$ cat config.mk
export PLATFORM = sky130hd
export DESIGN_NAME = controlador_elevador_flat
export DESIGN_NICKNAME = d
export VERILOG_FILES = /design/src/rtl/controlador_elevador_pkg.sv /design/src/rtl/controlador_elevador_if.sv /design/src/rtl/controlador_elevador_contador_temporizador.sv /design/src/rtl/controlador_elevador.sv /design/src/flat_wrapper.sv
export SDC_FILE = /design/constraint.sdc
export NUM_CORES = 1
export LEC_CHECK = 0
export CAP_MARGIN = 20
export CORE_MARGIN = 3
export CORE_UTILIZATION = 25
export CTS_CLUSTER_DIAMETER = 80
export DETAILED_ROUTE_END_ITERATION = 8
export PLACE_DENSITY_LB_ADDON = 0.3
export SETUP_SLACK_MARGIN = 0.02
export SYNTH_ARGS = -nofsm -noshare
export SYNTH_HDL_FRONTEND = slang
export SYNTH_SLANG_ARGS = --single-unit
export TNS_END_PERCENT = 1
$ cat constraint.sdc
create_clock -name clk -period 1.9 [get_ports clk]
set_input_delay 0.57 -clock clk [delete_from_list [all_inputs] [get_ports clk]]
set_output_delay 0.57 -clock clk [all_outputs]
set_load 0.05 [all_outputs]
$ cat src/rtl/controlador_elevador_pkg.sv
// Shared types and constants for the elevator movement/door controller.
// Floor masks give the request bits strictly above or below a given floor.
package controlador_elevador_pkg;

    localparam int N_ANDARES = 4;

    localparam logic [1:0] ANDAR_TERREO   = 2'd0;
    localparam logic [1:0] ANDAR_TERCEIRO = 2'd3;

    typedef enum logic [2:0] {
        PARADO       = 3'd0,
        SUBINDO      = 3'd1,
        DESCENDO     = 3'd2,
        LIMPA        = 3'd3,
        PORTA_ABERTA = 3'd4
    } estado_t;

    typedef enum logic {
        DIR_SUBIR  = 1'b0,
        DIR_DESCER = 1'b1
    } dir_t;

    function automatic logic [N_ANDARES-1:0] mascara_acima(input logic [1:0] andar);
        logic [N_ANDARES-1:0] m;
        m = '0;
        for (int i = 0; i < N_ANDARES; i++) begin
            if (i > int'(andar)) m[i] = 1'b1;
        end
        return m;
    endfunction

    function automatic logic [N_ANDARES-1:0] mascara_abaixo(input logic [1:0] andar);
        logic [N_ANDARES-1:0] m;
        m = '0;
        for (int i = 0; i < N_ANDARES; i++) begin
            if (i < int'(andar)) m[i] = 1'b1;
        end
        return m;
    endfunction

endpackage

$ cat src/rtl/controlador_elevador_if.sv
// Link between the controller and the floor-request memory.
interface controlador_elevador_if;
    logic [3:0] pedidos;
    logic [1:0] endereco;
    logic       escrita;
    logic       dado;

    modport master (input pedidos, output endereco, output escrita, output dado);
    modport slave  (output pedidos, input endereco, input escrita, input dado);
endinterface

$ cat src/rtl/controlador_elevador_contador_temporizador.sv
// Up-counting timer shared by travel and door phases; terminal flags count == limite.
module contador_temporizador #(
    parameter int W_CONT = 4
) (
    input  logic              clk,
    input  logic              reset_n,
    input  logic              zera,
    input  logic              habilita,
    input  logic [W_CONT-1:0] limite,
    output logic              terminal
);

    logic [W_CONT-1:0] cont_q, cont_d;

    always_comb begin
        cont_d = cont_q;
        if (zera) begin
            cont_d = '0;
        end else if (habilita) begin
            cont_d = cont_q + 1'b1;
        end
    end

    always_ff @(posedge clk) begin
        if (!reset_n) begin
            cont_q <= '0;
        end else begin
            cont_q <= cont_d;
        end
    end

    assign terminal = (cont_q == limite);

endmodule

$ cat src/rtl/controlador_elevador.sv
// Movement/door FSM for a 4-floor elevator, serving requests SCAN-style.
// States: PARADO idle | SUBINDO/DESCENDO travelling | LIMPA clear request | PORTA_ABERTA door open.
module controlador_elevador
    import controlador_elevador_pkg::*;
#(
    parameter int TEMPO_ANDAR = 8,
    parameter int TEMPO_PORTA = 4,
    parameter int W_CONT      = 4
) (
    input  logic                          clk,
    input  logic                          reset_n,
    controlador_elevador_if.master        mem,
    output logic [1:0]                    andar_atual,
    output logic                          subindo,
    output logic                          descendo,
    output logic                          porta_aberta
);

    localparam logic [W_CONT-1:0] LIM_ANDAR = W_CONT'(TEMPO_ANDAR - 1);
    localparam logic [W_CONT-1:0] LIM_PORTA = W_CONT'(TEMPO_PORTA - 1);

    estado_t    estado_q, estado_d;
    logic [1:0] andar_q, andar_d;
    dir_t       dir_q, dir_d;

    logic acima, abaixo, aqui;
    logic fim_tempo, zera_tempo, conta_tempo;
    logic [W_CONT-1:0] limite_tempo;

    assign acima  = |(mem.pedidos & mascara_acima(andar_q));
    assign abaixo = |(mem.pedidos & mascara_abaixo(andar_q));
    assign aqui   = mem.pedidos[andar_q];

    always_comb begin
        estado_d = estado_q;
        andar_d  = andar_q;
        dir_d    = dir_q;
        case (estado_q)
            PARADO: begin
                if (aqui)        estado_d = LIMPA;
                else if (acima)  estado_d = SUBINDO;
                else if (abaixo) estado_d = DESCENDO;
            end
            SUBINDO: begin
                if (fim_tempo) begin
                    if (andar_q != ANDAR_TERCEIRO) begin
                        andar_d = andar_q + 2'd1;
                        dir_d   = DIR_SUBIR;
                    end
                    // Decision is taken on the floor just reached.
                    if (mem.pedidos[andar_d])                          estado_d = LIMPA;
                    else if (|(mem.pedidos & mascara_acima(andar_d)))  estado_d = SUBINDO;
                    else                                               estado_d = PARADO;
                end
            end
            DESCENDO: begin
                if (fim_tempo) begin
                    if (andar_q != ANDAR_TERREO) begin
                        andar_d = andar_q - 2'd1;
                        dir_d   = DIR_DESCER;
                    end
                    if (mem.pedidos[andar_d])                          estado_d = LIMPA;
                    else if (|(mem.pedidos & mascara_abaixo(andar_d))) estado_d = DESCENDO;
                    else                                               estado_d = PARADO;
                end
            end
            LIMPA: begin
                estado_d = PORTA_ABERTA;
            end
            PORTA_ABERTA: begin
                if (aqui) begin
                    estado_d = LIMPA;
                end else if (fim_tempo) begin
                    if (dir_q == DIR_SUBIR && acima)        estado_d = SUBINDO;
                    else if (dir_q == DIR_DESCER && abaixo) estado_d = DESCENDO;
                    else if (acima)                         estado_d = SUBINDO;
                    else if (abaixo)                        estado_d = DESCENDO;
                    else                                    estado_d = PARADO;
                end
            end
            default: begin
                estado_d = PARADO;
            end
        endcase
    end

    // Timer restarts on every state change and on every expiry within a state.
    assign zera_tempo   = (estado_d != estado_q) || fim_tempo;
    assign conta_tempo  = (estado_q == SUBINDO) || (estado_q == DESCENDO) ||
                          (estado_q == PORTA_ABERTA);
    assign limite_tempo = (estado_q == PORTA_ABERTA) ? LIM_PORTA : LIM_ANDAR;

    contador_temporizador #(
        .W_CONT (W_CONT)
    ) u_temporizador (
        .clk      (clk),
        .reset_n  (reset_n),
        .zera     (zera_tempo),
        .habilita (conta_tempo),
        .limite   (limite_tempo),
        .terminal (fim_tempo)
    );

    always_ff @(posedge clk) begin
        if (!reset_n) begin
            estado_q <= PARADO;
            andar_q  <= ANDAR_TERREO;
            dir_q    <= DIR_SUBIR;
        end else begin
            estado_q <= estado_d;
            andar_q  <= andar_d;
            dir_q    <= dir_d;
        end
    end

    assign mem.endereco = andar_q;
    assign mem.escrita  = (estado_q == LIMPA);
    assign mem.dado     = 1'b0;

    assign andar_atual  = andar_q;
    assign subindo      = (estado_q == SUBINDO);
    assign descendo     = (estado_q == DESCENDO);
    assign porta_aberta = (estado_q == LIMPA) || (estado_q == PORTA_ABERTA);

endmodule

$ cat src/flat_wrapper.sv
// flat-port wrapper written by rule: the top's interface ports become plain ports
module controlador_elevador_flat import controlador_elevador_pkg::*;
#(
    parameter int TEMPO_ANDAR = 8,
    parameter int TEMPO_PORTA = 4,
    parameter int W_CONT      = 4
)
  (clk, reset_n, andar_atual, subindo, descendo, porta_aberta, mem_pedidos, mem_endereco, mem_escrita, mem_dado);
  controlador_elevador_if mem_i ();
  input  logic clk;
  input  logic reset_n;
  output logic [1:0] andar_atual;
  output logic subindo;
  output logic descendo;
  output logic porta_aberta;
  input wire logic [$bits(mem_i.pedidos)-1:0] mem_pedidos;
  output wire logic [$bits(mem_i.endereco)-1:0] mem_endereco;
  output wire logic [$bits(mem_i.escrita)-1:0] mem_escrita;
  output wire logic [$bits(mem_i.dado)-1:0] mem_dado;
  assign mem_i.pedidos = mem_pedidos;
  assign mem_endereco = mem_i.endereco;
  assign mem_escrita = mem_i.escrita;
  assign mem_dado = mem_i.dado;
  controlador_elevador #(.TEMPO_ANDAR(TEMPO_ANDAR), .TEMPO_PORTA(TEMPO_PORTA), .W_CONT(W_CONT)) u_core (.clk(clk), .reset_n(reset_n), .mem(mem_i), .andar_atual(andar_atual), .subindo(subindo), .descendo(descendo), .porta_aberta(porta_aberta));
endmodule
Yosys cells after proc, flatten, opt, wreduce, memory -nomap -nowiden
Cells that the tools add are included.

operators by class
  add/subtract/negate cells = 3
  magnitude comparators = 15
  equal/unequal tests = 11
  muxes and demuxes = 67
  bitwise gates (word level) = 6
  reductions and logical operators = 16

operators with widths
  operator               number
  $mux W3                13
  $mux W1                38
  $mux W2                10
  $reduce_or A4 Y1       4
  $pmux W3 S5            1
  $lt A2 B3 Y1 const B   3
  $and A4 B3 Y4          2
  $and A4 B4 Y4          2
  $gt A2 B2 Y1 const A   4
  $lt A1 B2 Y1 const A   4
  $ne A2 B1 Y1 const B   4
  $bmux W1 S2            3
  $eq A3 B2 Y1 const B   2
  $reduce_and A5 Y1      1
  $add A4 B1 Y4 const B  1
  $eq A4 B4 Y1           1
  $gt A1 B2 Y1 const A   2
  $logic_or A1 B1 Y1     4
  $lt A2 B2 Y1 const A   2
  $pmux W2 S2            1
  $reduce_bool A2 Y1     2
  $eq A3 B1 Y1 const B   1
  $eq A3 B3 Y1 const B   1
  $logic_not A3 Y1       1
  other kinds (9)        11

word-level totals
  register bits after elaboration = 10
  bits of input ports = 6
  output and inout bits = 9
  word-level logic and storage cells = 122

Depth between registers and ports, before layout
  depth in word-level cells = 19
  depth in mapped cells = 7

By module
Synthesis repeated with hierarchy kept, for this count alone.

second synthesis, totals
  cell total of the unflattened synthesis = 129
  area total of the unflattened synthesis = 902.1 sq um

modules (own cells, without submodules)
  module                 instances  cells an instance  area each (sq um)
  controlador_elevador   1          107                680.7
  contador_temporizador  1          22                 221.5

Worst setup path after synthesis
OpenSTA, ideal clock, no wires.

  path kind = flip-flop to output port
  start = register u_core.estado_q[0]
  end = output porta_aberta
  arrival time = 1.869 ns
  required time = 1.330 ns
  path slack = -0.539 ns
  stages on the path, launching flop included = 4
  buffers on the path = 1
  cells stage by stage = dfxtp_1 > buf_1 > nand2_1 > o21ai_0

between the ends
  word-level cells in the longest chain between the ends = 2

ends and longest elaborated chain
  what                                                 RTL line                     source
  start, declared                                      controlador_elevador.sv:22   estado_t estado_q, estado_d;
  start signal, assigned                               controlador_elevador.sv:110  estado_q <= estado_d;
  $eq A3 B2 Y1 / $eq A3 B3 Y1 (equally long branches)  controlador_elevador.sv:123  assign porta_aberta = (estado_q == LIMPA) || (estado_q == PORTA_ABERTA);
  $logic_or A1 B1 Y1 *                                 controlador_elevador.sv:123
  end, declared                                        flat_wrapper.sv:15           output logic porta_aberta;

Every way passes the cells marked *; elsewhere a longest branch is shown, timed or not.

Worst setup path in the final report
  start = register u_core.estado_q[1]
  end = output porta_aberta

Same word-level chain as after synthesis.

==> flow_metrics.tcl <==
set metrics [dict create \
    outcome "complete, but fails checks" \
    violations "negative setup slack" \
    synth_top_area_cell "dfxtp_1" \
    overflow 0 \
    synth_nets 124 \
    cp_max_fo 4 \
    ys_top_cells_by_area "dfxtp_1 (24%), nor2_1 (7.1%), o21ai_0 (5.3%)" \
    fp.dieH_um 64.30 \
    cp-end-kind "output pin" \
    path_class "reg2out" \
    slew_viol_final 0 \
    place_hpwl_um 1964 \
    antenna_found_initial 0 \
    yosysSeqAreaShare_pct 23.56 \
    pin_count 15 \
    cts.hold.buffers_added 0 \
    tritoncts "done" \
    p_per_area_nw_per_um2 618.7 \
    design.core.area_sq_um 3153 \
    clock-sinks 10 \
    syn_to_final_growth_pct 69.51 \
    synth_xor_area_share_pct 6.186 \
    fmax_mhz 487.5 \
    setup_viol 7 \
    initial_core_util_pct 26.94 \
    timing.hold.ws_ns 0.5924 \
    routedWlPerCell_um 13.60 \
    drt_iter0_markers 63 \
    synth_edf_count 0 \
    synthDominantCellAreaShare_pct 23.56 \
    postRouteAntennaNets 0 \
    critPathArrivalTime_ns 1.48 \
    dp_slack_ns -0.5670 \
    min_path_type "reg2reg" \
    grt_pass1_wl_um 4498 \
    fin_crit_ns 2.051 \
    final.period_utilization_pct 108.0 \
    final.setup.worst_slack_ns -0.1515 \
    numCtsBuffers 3 \
    synthArstFlopShare_pct 0 \
    grt_pass1_vias 994 \
    synth_seq_cells 10 \
    die-area_sq_um 4134 \
    vias 1007 \
    use_met2_pct 22.68 \
    synth_mux_area_share_pct 7.658 \
    grt_max_degree 16 \
    syn_area_per_cell_sq_um 7.261 \
    syn_area_sq_um 849.6 \
    syn_inst 117 \
    antenna_cells 0 \
    cp-start-kind "flip-flop" \
    dr.pass1.iters 4 \
    grt.busiest_layer "met2" \
    io_buffers 13 \
    timing_hold_violations_final 0 \
    final_nets 165 \
    yosysWarnings 0 \
    synth_cell_types 41 \
    clk_pin_slew_ns 0.08 \
    rsz0062_at_grt "true" \
    drcViolationCount 0 \
    place.gp.congestion 0.8498 \
    vias_per_cell 5.010 \
    drt_wl_total_um 2733 \
    total_power_mw 0.8910 \
    die_x_um 64.30 \
    finClkSkew_ns 0.003402 \
    peakVddDrop_uv 274.0 \
    drive_above_1_share_pct 47.13 \
    dp.cells 191 \
    grt_use_met1_pct 16.63 \
    cts_max_level 1 \
    crit_required_ns 1.33 \
    yosys.area_share.adder_pct 1.473 \
    clk_latency_ns 0.28 \
    grt_use_total_pct 13.72 \
    synth_top_family_by_area "simple AND/OR/NAND/NOR gates" \
    cap_violations 0 \
    clk_path_buf_depth 2 \
    synthSimpleGateAreaFrac_pct 27.54 \
    p_leak_nw 0.5847 \
    grt_use_met3_pct 3.515 \
    utilization_pct 45.67 \
    fp-row-count 20 \
    synth_compound_area_share_pct 24.45 \
    cts_root_buf "clkbuf_4" \
    final_cells 201 \
    synth-main-ff-cell "dfxtp_1" \
]
==> per-layer routing <==
layer | up-vias | share of wire, %
met5 | - | 0
met4 | 0 | 2.3
met3 | 9 | 7.4
met2 | 47 | 49
met1 | 459 | 41
li1 | 492 | -
==> worst max-delay path, cell delays in order, from the launching register on <==
cell	delay (ns)
dfxtp_4	0.37
buf_6	0.11
or3b_4	0.38
buf_6	0.13
o21ai_4	0.06
buf_12	0.15
==> sequential cells by signal, indices dropped and copies added, names as in the netlist <==
signal and cells:
u_core.estado_q 3, u_core.u_temporizador.cont_q 4, u_core.andar_atual 2, u_core.dir_q 1
==> cell type report <==
cell class	instances	area, sq um
timing repair buffer	46	465.4
multi-input combinational	91	649.4
clock buffer	4	36.28
fill	328	1713
tap	44	55.05
inverter	6	25.02
sequential	10	209.0
==> logic make-up after synthesis <==
| kind of cell | Yosys count |
|---|---|
| AND/OR/NAND/NOR | 47 |
| AO/OA/AOI/OAI | 32 |
| buffers and inverters | 16 |
| flip-flops | 10 |
| XOR/XNOR | 6 |
| multiplexers | 4 |
| adder cells (fa/ha/maj) | 1 |
| other | 1 |
==> synthesized netlist by cell type (all sizes together), types with 2 or more instances <==
library cell / number
nand4: 2
o211ai: 2
nor3b: 2
buf: 6
nor2b: 2
xnor2: 3
inv: 6
o21a: 2
nor3: 4
nand2: 11
nand3: 2
clkbuf: 4
or3b: 3
xor2: 3
dfxtp: 10
or2: 2
a2111oi: 3
o21ai: 9
nor2: 16
a21oi: 7
mux2i: 3
==> power by group <==
part / switching [mW] / internal, mW
clock network: 0.0896 / 0.117
logic: 0.227 / 0.219
registers: 0.0159 / 0.223
==> repair_timing <==
| action | in CTS | in global routing |
|---|---|---|
| buffers inserted | 5 | 1 |
| endpoints found under the setup margin | 12 | 13 |
| gates resized for setup | 18 | 23 |
| pin swaps | 10 | 5 |
==> worst paths after layout <==
check / end / startpoint / cells after the start / slack, ns
min: u_core.u_temporizador.cont_q[3] / u_core.u_temporizador.cont_q[3] / 2 / 0.59
min reg2reg: u_core.u_temporizador.cont_q[3] / u_core.u_temporizador.cont_q[3] / 2 / 0.59
max reg2reg: u_core.u_temporizador.cont_q[0] / u_core.estado_q[1] / 8 / -0.15
max: porta_aberta / u_core.estado_q[1] / 5 / -0.15
==> through the flow <==
stage                     TNS [ns]  area (sq um)
after floorplan            -0.3084         855.8
after global placement      -3.101          1285
after detailed placement    -3.206          1285
after CTS                  -0.7706          1394
after global routing        -1.265          1440
final                      -0.5920          1440
==> cells in the final DEF, fill, tap and decap left out, types with 2 or more instances in the layout <==
master / synthesis / layout
buf_4: 3 / 28
nor2_1: 16 / 14
buf_12: 0 / 9
nand2_1: 11 / 8
o21ai_0: 9 / 8
a21oi_1: 7 / 7
dfxtp_1: 10 / 5
inv_1: 6 / 4
nor3_1: 4 / 4
clkbuf_2: 0 / 4
buf_6: 0 / 4
dfxtp_2: 0 / 4
or3b_4: 1 / 3
nand2_2: 0 / 3
xnor2_1: 3 / 3
xor2_1: 3 / 3
clkbuf_4: 0 / 3
nor2_2: 0 / 2
nor2b_1: 2 / 2
nand3_1: 2 / 2
nand4_1: 2 / 2
o211ai_1: 2 / 2
o21a_1: 2 / 2
mux2i_1: 2 / 2
a2111oi_2: 0 / 2
(Power assumes the default switching activity.)
